File: src/rtl/booth_divider.sv
// Sequential signed divider: 2W-bit dividend / W-bit divisor -> W-bit quotient and remainder.
// Magnitude shift-subtract core, one quotient bit per cycle, start/busy/done handshake.
module booth_divider #(
    parameter int unsigned W = 8
) (
    input  logic             clk,
    input  logic             rst_n,
    input  logic             start,
    input  logic [2*W-1:0]   dividend,
    input  logic [W-1:0]     divisor,
    output logic [W-1:0]     quotient,
    output logic [W-1:0]     remainder,
    output logic             busy,
    output logic             done,
    output logic             div_by_zero,
    output logic             overflow
);

    localparam int unsigned CW = $clog2(2*W);
    localparam logic [2*W-1:0] MAG_NEG = {{W{1'b0}}, 1'b1, {(W-1){1'b0}}};
    localparam logic [2*W-1:0] MAG_POS = {{(W+1){1'b0}}, {(W-1){1'b1}}};

    typedef enum logic [1:0] {
        IDLE,
        ITER,
        FIX
    } state_t;

    state_t          state_q, state_d;
    logic [CW-1:0]   cnt_q, cnt_d;
    logic            sign_n_q, sign_n_d;
    logic            sign_d_q, sign_d_d;
    logic            dz_q, dz_d;
    logic [W-1:0]    dvs_q, dvs_d;
    logic [W-1:0]    rem_q, rem_d;
    logic [2*W-1:0]  quo_q, quo_d;
    logic [W-1:0]    quotient_q, quotient_d;
    logic [W-1:0]    remainder_q, remainder_d;
    logic            busy_q, busy_d;
    logic            done_q, done_d;
    logic            dbz_q, dbz_d;
    logic            ovf_q, ovf_d;

    logic [W:0]      rem_shift;
    logic            rem_ge;
    logic            q_neg;
    logic            q_ovf;
    logic [W-1:0]    q_low;
    logic [W-1:0]    r_signed;

    always_ff @(posedge clk or negedge rst_n) begin
        if (!rst_n) begin
            state_q     <= IDLE;
            cnt_q       <= '0;
            sign_n_q    <= 1'b0;
            sign_d_q    <= 1'b0;
            dz_q        <= 1'b0;
            dvs_q       <= '0;
            rem_q       <= '0;
            quo_q       <= '0;
            quotient_q  <= '0;
            remainder_q <= '0;
            busy_q      <= 1'b0;
            done_q      <= 1'b0;
            dbz_q       <= 1'b0;
            ovf_q       <= 1'b0;
        end else begin
            state_q     <= state_d;
            cnt_q       <= cnt_d;
            sign_n_q    <= sign_n_d;
            sign_d_q    <= sign_d_d;
            dz_q        <= dz_d;
            dvs_q       <= dvs_d;
            rem_q       <= rem_d;
            quo_q       <= quo_d;
            quotient_q  <= quotient_d;
            remainder_q <= remainder_d;
            busy_q      <= busy_d;
            done_q      <= done_d;
            dbz_q       <= dbz_d;
            ovf_q       <= ovf_d;
        end
    end

    // quo_q starts holding |dividend| and is shifted out MSB-first while quotient bits
    // fill in from the LSB; rem_q stays below |divisor| <= 2^(W-1), so W bits suffice.
    always_comb begin
        state_d     = state_q;
        cnt_d       = cnt_q;
        sign_n_d    = sign_n_q;
        sign_d_d    = sign_d_q;
        dz_d        = dz_q;
        dvs_d       = dvs_q;
        rem_d       = rem_q;
        quo_d       = quo_q;
        quotient_d  = quotient_q;
        remainder_d = remainder_q;
        busy_d      = busy_q;
        done_d      = 1'b0;
        dbz_d       = dbz_q;
        ovf_d       = ovf_q;

        rem_shift = {rem_q, quo_q[2*W-1]};
        rem_ge    = (rem_shift >= {1'b0, dvs_q});
        q_neg     = sign_n_q ^ sign_d_q;
        q_ovf     = q_neg ? (quo_q > MAG_NEG) : (quo_q > MAG_POS);
        q_low     = q_neg ? -quo_q[W-1:0] : quo_q[W-1:0];
        r_signed  = sign_n_q ? -rem_q : rem_q;

        unique case (state_q)
            IDLE: begin
                if (start) begin
                    sign_n_d = dividend[2*W-1];
                    sign_d_d = divisor[W-1];
                    quo_d    = dividend[2*W-1] ? -dividend : dividend;
                    dvs_d    = divisor[W-1] ? -divisor : divisor;
                    dz_d     = (divisor == '0);
                    rem_d    = '0;
                    cnt_d    = '0;
                    busy_d   = 1'b1;
                    state_d  = ITER;
                end
            end
            ITER: begin
                if (rem_ge) begin
                    rem_d = rem_shift[W-1:0] - dvs_q;
                end else begin
                    rem_d = rem_shift[W-1:0];
                end
                quo_d = {quo_q[2*W-2:0], rem_ge};
                cnt_d = cnt_q + 1'b1;
                if (cnt_q == CW'(2*W-1)) begin
                    state_d = FIX;
                end
            end
            FIX: begin
                if (dz_q) begin
                    quotient_d  = '0;
                    remainder_d = '0;
                    ovf_d       = 1'b0;
                    dbz_d       = 1'b1;
                end else begin
                    dbz_d       = 1'b0;
                    ovf_d       = q_ovf;
                    remainder_d = r_signed;
                    if (q_ovf) begin
                        quotient_d = q_neg ? {1'b1, {(W-1){1'b0}}} : {1'b0, {(W-1){1'b1}}};
                    end else begin
                        quotient_d = q_low;
                    end
                end
                done_d  = 1'b1;
                busy_d  = 1'b0;
                state_d = IDLE;
            end
            default: state_d = IDLE;
        endcase
    end

    assign quotient    = quotient_q;
    assign remainder   = remainder_q;
    assign busy        = busy_q;
    assign done        = done_q;
    assign div_by_zero = dbz_q;
    assign overflow    = ovf_q;

endmodule
File: config.mk
export PLATFORM = sky130hd
export DESIGN_NAME = booth_divider
export DESIGN_NICKNAME = d
export VERILOG_FILES = /design/src/rtl/booth_divider.sv
export SDC_FILE = /design/constraint.sdc
export NUM_CORES = 1
export LEC_CHECK = 0
export CELL_PAD_IN_SITES_DETAIL_PLACEMENT = 1
export CELL_PAD_IN_SITES_GLOBAL_PLACEMENT = 1
export CORE_ASPECT_RATIO = 0.7
export CORE_MARGIN = 3
export CORE_UTILIZATION = 30
export CTS_CLUSTER_DIAMETER = 100
export DETAILED_ROUTE_END_ITERATION = 6
export MAX_ROUTING_LAYER = met4
export PLACE_DENSITY_LB_ADDON = 0.1
export SLEW_MARGIN = 30
export SYNTH_ARGS = -nofsm -noshare
export SYNTH_HDL_FRONTEND = slang
export SYNTH_SLANG_ARGS = --single-unit
File: constraint.sdc
create_clock -name clk -period 6.7 [get_ports clk]
set_input_delay 1.005 -clock clk [delete_from_list [all_inputs] [get_ports clk]]
set_output_delay 1.005 -clock clk [all_outputs]
set_load 0.005 [all_outputs]
==> results of run 1 <==
-- metal layers --
layer	vias to the layer above	global-route usage, %
met5	-	-
met4	0	3.684
met3	8	3.734
met2	78	21.45
met1	1595	24.34
li1	1602	-
-- cells in the final DEF, fill, tap and decap left out, drive strengths merged, types with 6 or more instances in the layout --
cell type	count
inv	23
o21ai	38
dfrtp	61
clkbuf	13
a21oi	19
xor2	21
nand2	61
nand3	6
nor2	21
clkdlybuf4s50	45
o211ai	9
xnor2	10
ha	13
o31ai	10
nor3	9
o22ai	15
or3	7
-- worst max path at each step --
stage                     cells past startpoint         from   endpoint
after floorplan                               9     rem_q[5]   rem_q[1]
after global placement                        6  dividend[4]  quo_q[11]
after detailed placement                      3        start       dz_q
after CTS                                     3        start       dz_q
after global routing                          6  dividend[2]  quo_q[11]
final                                         6  dividend[2]  quo_q[11]
-- power by group through the flow --
| stage | sequential [mW] | clock, mW | combinational, mW |
|---|---|---|---|
| 2_1_floorplan | 0.613 | 0 | 0.760 |
| 3_3_place_gp | 0.682 | 0 | 0.983 |
| 3_5_place_dp | 0.688 | 0 | 1.00 |
| 4_1_cts | 0.683 | 0.467 | 1.01 |
| 5_1_grt | 0.711 | 0.483 | 1.15 |
| 6_report | 0.686 | 0.453 | 1.00 |
-- critical path, stage by stage --
cell	delay (ns)
clkdlybuf4s50_1	0.49
nor4_1	0.60
nand4_1	0.31
o41ai_1	0.40
xor2_1	0.19
o21ai_1	0.07
-- cell type report --
type,count,area share (%)
inverter,24,1.958
multi-input combinational,316,43.89
tap,157,4.270
sequential,61,33.18
timing repair buffer,48,10.23
clock inverter,3,0.3807
clock buffer,13,6.092
-- through the flow --
stage               power [mW]  setup WS [ns]  instance area (sq um)  hold slack (ns)
floorplan                1.373          4.289                   3710           0.4498
global placement         1.666          3.532                   4294           0.4624
detailed placement       1.693          3.457                   4298           0.4720
CTS                      2.161          3.801                   4596           0.4839
global route             2.341          3.584                   4601           0.5054
finish                   2.141          3.844                   4601           0.4726
-- registers in the layout (all words and copies together), names as in the netlist --
signal / count
busy: 1
cnt_q: 4
div_by_zero: 1
done: 1
dvs_q: 8
dz_q: 1
overflow: 1
quo_q: 16
quotient: 8
rem_q: 8
remainder: 8
sign_d_q: 1
sign_n_q: 1
state_q: 2
-- logic make-up (layout without fill, tap and decap cells) --
kind of cell	Yosys count	count (layout)
muxes	5	5
DFF	61	61
adders and majority gates	14	14
buffers and inverters	45	88
xor gates and xnor gates	31	31
AOI/OAI and AO/OA	128	128
and+or+nand+nor	138	138
==> impl_metrics.tcl, run 1 <==
set metrics [dict create \
    grt_pass1_vias 3330 \
    yosys_warnings 0 \
    synthXorXnorAreaFrac_pct 7.319 \
    cts_root_buf "clkbuf_16" \
    power.share.switching_pct 41.33 \
    reg2reg_depth 6 \
    core-area_sq_mm 0.01189 \
    synth_ff_type "dfrtp_1" \
    synth_cells 422 \
    die_w_um 138.9 \
    crit_type "in2reg" \
    reg2reg_slack_ns 4.04 \
    htreeDepth 3 \
    pwr-share-comb_pct 46.8 \
    synth_top_family_by_area "compound AO/OA/AOI/OAI gates" \
    worst_setup_path_start_kind "primary input" \
    rsz0062_at_grt "false" \
    max_freq_mhz 350.2 \
    via_per_inst 5.278 \
    syn_area_sq_mm 0.003710 \
    antenna_found_initial 0 \
    track_usage_pct 16.06 \
    clk_path_buf_depth 2 \
    yosysTopAreaCell "dfrtp_1" \
    area.growth.synth_to_final_pct 24.01 \
    syn_nets 463 \
    cts_setup_buffers 0 \
    m1WireLength_um 5589 \
    path_max_fanout 5 \
    synth_common_cells "dfrtp_1, nand2_1, o21ai_0" \
    cp_data_arrival_time_ns 3.05 \
    finClkSkew_ns 0.006651 \
    die_h_um 99.04 \
    wl_per_cell_um 16.59 \
    r2r-start "rem_q[5]" \
    drc 0 \
    power.density_mw_per_mm2 465.4 \
    synthArstFlopShare_pct 100.0 \
    cts_buffers 9 \
    place_hpwl_um 7731 \
    worstHoldStart "remainder[4]" \
    route.top_layer_used "met4" \
    status "finished clean" \
    finish.utilization_pct 38.69 \
    intPower_mw 1.256 \
    peakVddDrop_mv 0.1669 \
    drv_slew 0 \
    path_clk_slew_ns 0.05 \
    hp-class "reg2reg" \
    ant_nets 0 \
    maxSlewHeadroom_pct 46.89 \
    crit_required_ns 6.90 \
    drtIter0Drc 168 \
    die-area_sq_mm 0.01376 \
    grt_overflow_total 0 \
    ys_seq_area_share_pct 41.15 \
    final_nets 501 \
    n_fill_cell 1392 \
    synth-simple-area-share_pct 18.08 \
    whs_path_depth 2 \
    synth_cell_types 60 \
    tns_ns 0 \
    finalCritPeriodShare_pct 42.62 \
    seq_power_share_pct 32.0 \
    worstMarginPinSlew_ns 0.7966 \
    io_buffers 46 \
    start_util_pct 31.20 \
    vias 3283 \
    p_leak_nw 1.938 \
    synthMuxAreaShare_pct 1.383 \
    drive_above_1_share_pct 5.806 \
    synth_top_area_share_pct 41.15 \
    dr_wl_met3_um 491 \
    hold_viol 0 \
    ys_ff_latch 61 \
    dp_cells 606 \
    cts_tree "yes" \
    register_area_sq_mm 0.001526 \
    synth.avg_cell_area_sq_um 8.791 \
    drv_cap 0 \
    min_period_ns 2.856 \
    num_rows 33 \
    power.switching_mw 0.8850 \
    grt_pass1_wl_um 17390 \
    io_pins 47 \
    cts_hold_buf 0 \
    multi_input_area_sq_mm 0.002019 \
    num_antenna_cells 0 \
    synth_edf_count 0 \
    cts.sinks 61 \
    firstDrtPassIters 4 \
    regToRegEndpoint "rem_q[1]" \
    synth_fa_ha_area_share_pct 4.924 \
    instances_no_fill 622 \
    route.met2.wl_um 4148 \
    min_to "remainder[4]" \
    synth-compound-area-share_pct 22.50 \
    clock_power_share_pct 21.1 \
    place_congestion 0.8474 \
    routed_wirelength_um 10320 \
    setup_viol 0 \
    grt_max_degree 62 \
    insertion_delay_ns 0.33 \
    synth.area.top_cells "dfrtp_1, nand2_1, xor2_1, ha_1, o21ai_0" \
    end_kind "register" \
    cts_resized 0 \
]
No activity file was read; power rests on OpenSTA's default activity.
==> inputs of run 2 (changes only) <==
==> constraint.sdc (replaced) <==
create_clock -name clk -period 2.8 [get_ports clk]
set_input_delay 0.42 -clock clk [delete_from_list [all_inputs] [get_ports clk]]
set_output_delay 0.42 -clock clk [all_outputs]
set_load 0.005 [all_outputs]
==> impl_metrics.tcl, run 2 (synthesis results as in run 1) <==
set metrics [dict create \
    clk_path_buf_depth 2 \
    die_w_um 138.9 \
    tns_ns 0 \
    final_cell_mix "nand2_1, dfrtp_1, clkdlybuf4s50_1" \
    vias 3257 \
    path_max_fanout 9 \
    routed_wirelength_um 10470 \
    cts_setup_buffers 0 \
    core-area_sq_mm 0.01189 \
    grt_overflow_total 0 \
    status "finished clean" \
    insertion_delay_ns 0.33 \
    firstDrtPassIters 4 \
    path_buf_inv 0 \
    antenna_found_initial 0 \
    finish.utilization_pct 39.70 \
    max_freq_mhz 423.1 \
    num_rows 33 \
    total_power_mw 5.370 \
    end_kind "register" \
    num_antenna_cells 0 \
    htreeDepth 3 \
    finClkSkew_ns 0.006200 \
    min_period_ns 2.363 \
    area.growth.synth_to_final_pct 27.25 \
    cts_root_buf "clkbuf_16" \
    final_nets 512 \
    worst_setup_path_start_kind "register" \
    place_congestion 0.8609 \
    hold_viol 0 \
    grt_pass1_wl_um 17990 \
    cp_top_family "compound AO/OA/AOI/OAI gates" \
    regMostFlops "quo_q" \
    crit_chain "ha_1 -> a21oi_1 -> nand2_1 -> a211o_1 -> or2_1 -> a311o_1" \
    grt_pass1_vias 3430 \
    drv_slew 0 \
    io_buffers 46 \
    die-area_sq_mm 0.01376 \
    drv_cap 0 \
    drtIter0Drc 114 \
    maxSlewHeadroom_pct 50.43 \
    crit_required_ns 3.01 \
    cts_buffers 9 \
    place_hpwl_um 8122 \
    cts_tree "yes" \
    p_leak_nw 2.005 \
    start_util_pct 31.20 \
    cp_data_arrival_time_ns 2.57 \
    power.density_mw_per_mm2 1138 \
    reg2reg_slack_ns 0.44 \
    cp_slowest_stage_delay_ns 0.44 \
    drive_above_1_share_pct 7.563 \
    io_pins 47 \
    grt_max_degree 28 \
    via_per_inst 5.145 \
    ant_nets 0 \
    crit_type "reg2reg" \
    drc 0 \
    worstMarginPinSlew_ns 0.7435 \
    cts_hold_buf 0 \
    cts.sinks 61 \
    wl_per_cell_um 16.53 \
    largest_reg_flops 16 \
    die_h_um 99.04 \
    path_clk_slew_ns 0.06 \
    setup_viol 0 \
    cts_resized 0 \
    rsz0062_at_grt "false" \
    peakVddDrop_mv 0.4304 \
    finalCritPeriodShare_pct 84.40 \
    crit_path_top_delay_cell "dfrtp_1" \
    dp_cells 617 \
    hp-class "in2async" \
    track_usage_pct 16.49 \
    instances_no_fill 633 \
]
==> run 2: cell count changes in the layout (fill, tap and decap cells not counted), sizes merged <==
cell,before,now
buf,3,14
bufinv,0,3
clkbuf,13,10
==> run 2: path summary, 6_finish.rpt <==
check / endpoint / cells past startpoint / start
max: rem_q[1] / 6 / rem_q[5]
min: quo_q[2] / 1 / rst_n
max reg2reg: rem_q[1] / 6 / rem_q[5]
min reg2reg: remainder[7] / 2 / remainder[7]
max in group asynchronous: quo_q[15] / 2 / rst_n
min in group clk: remainder[7] / 2 / remainder[7]
==> run 2: where the power goes <==
part	leakage, nW	internal [mW]	switching [mW]
clock	0.163	0.869	0.407
combinational	1.13	1.14	1.33
sequential	0.709	1.23	0.396
total	2.00	3.23	2.14
==> run 2: metrics by stage <==
stage | hold slack, ns | setup WS [ns] | cell area [sq um]
after floorplan | 0.1244 | 0.3893 | 3710
after global placement | 0.4615 | 0.4549 | 4377
after detailed placement | 0.4695 | 0.4282 | 4380
after CTS | 0.1470 | 0.4158 | 4721
after global routing | 0.1727 | 0.2885 | 4721
final | 0.1358 | 0.4368 | 4721
==> run 2: cell type report <==
| class | count | area (sq um) |
|---|---|---|
| fillers | 1388 | 7171 |
| multi-input cells | 316 | 2014 |
| flip-flops and latches | 61 | 1526 |
| repair buffers | 59 | 553.0 |
| clock buffers | 10 | 229.0 |
| well taps | 157 | 196.4 |
| clock inverters | 6 | 111.4 |
| inverters | 24 | 90.09 |
==> run 2: metal layers <==
layer | part of all wire [%] | wire length (um) | vias to the layer above | global-route usage, %
met5 | 0 | 0 | - | -
met2 | 40 | 4212 | 57 | 22.49
li1 | - | - | 1628 | -
met1 | 55 | 5755 | 1565 | 24.82
met4 | 0.72 | 75 | 0 | 3.534
met3 | 4.0 | 423 | 7 | 3.686
==> run 2: worst register-to-register path, delay by kind of cell (launching register included) <==
kind	cells	cell delay, ns
simple gates	2	0.42
fa+ha+maj	1	0.40
flops	1	0.44
compound gates	3	0.99
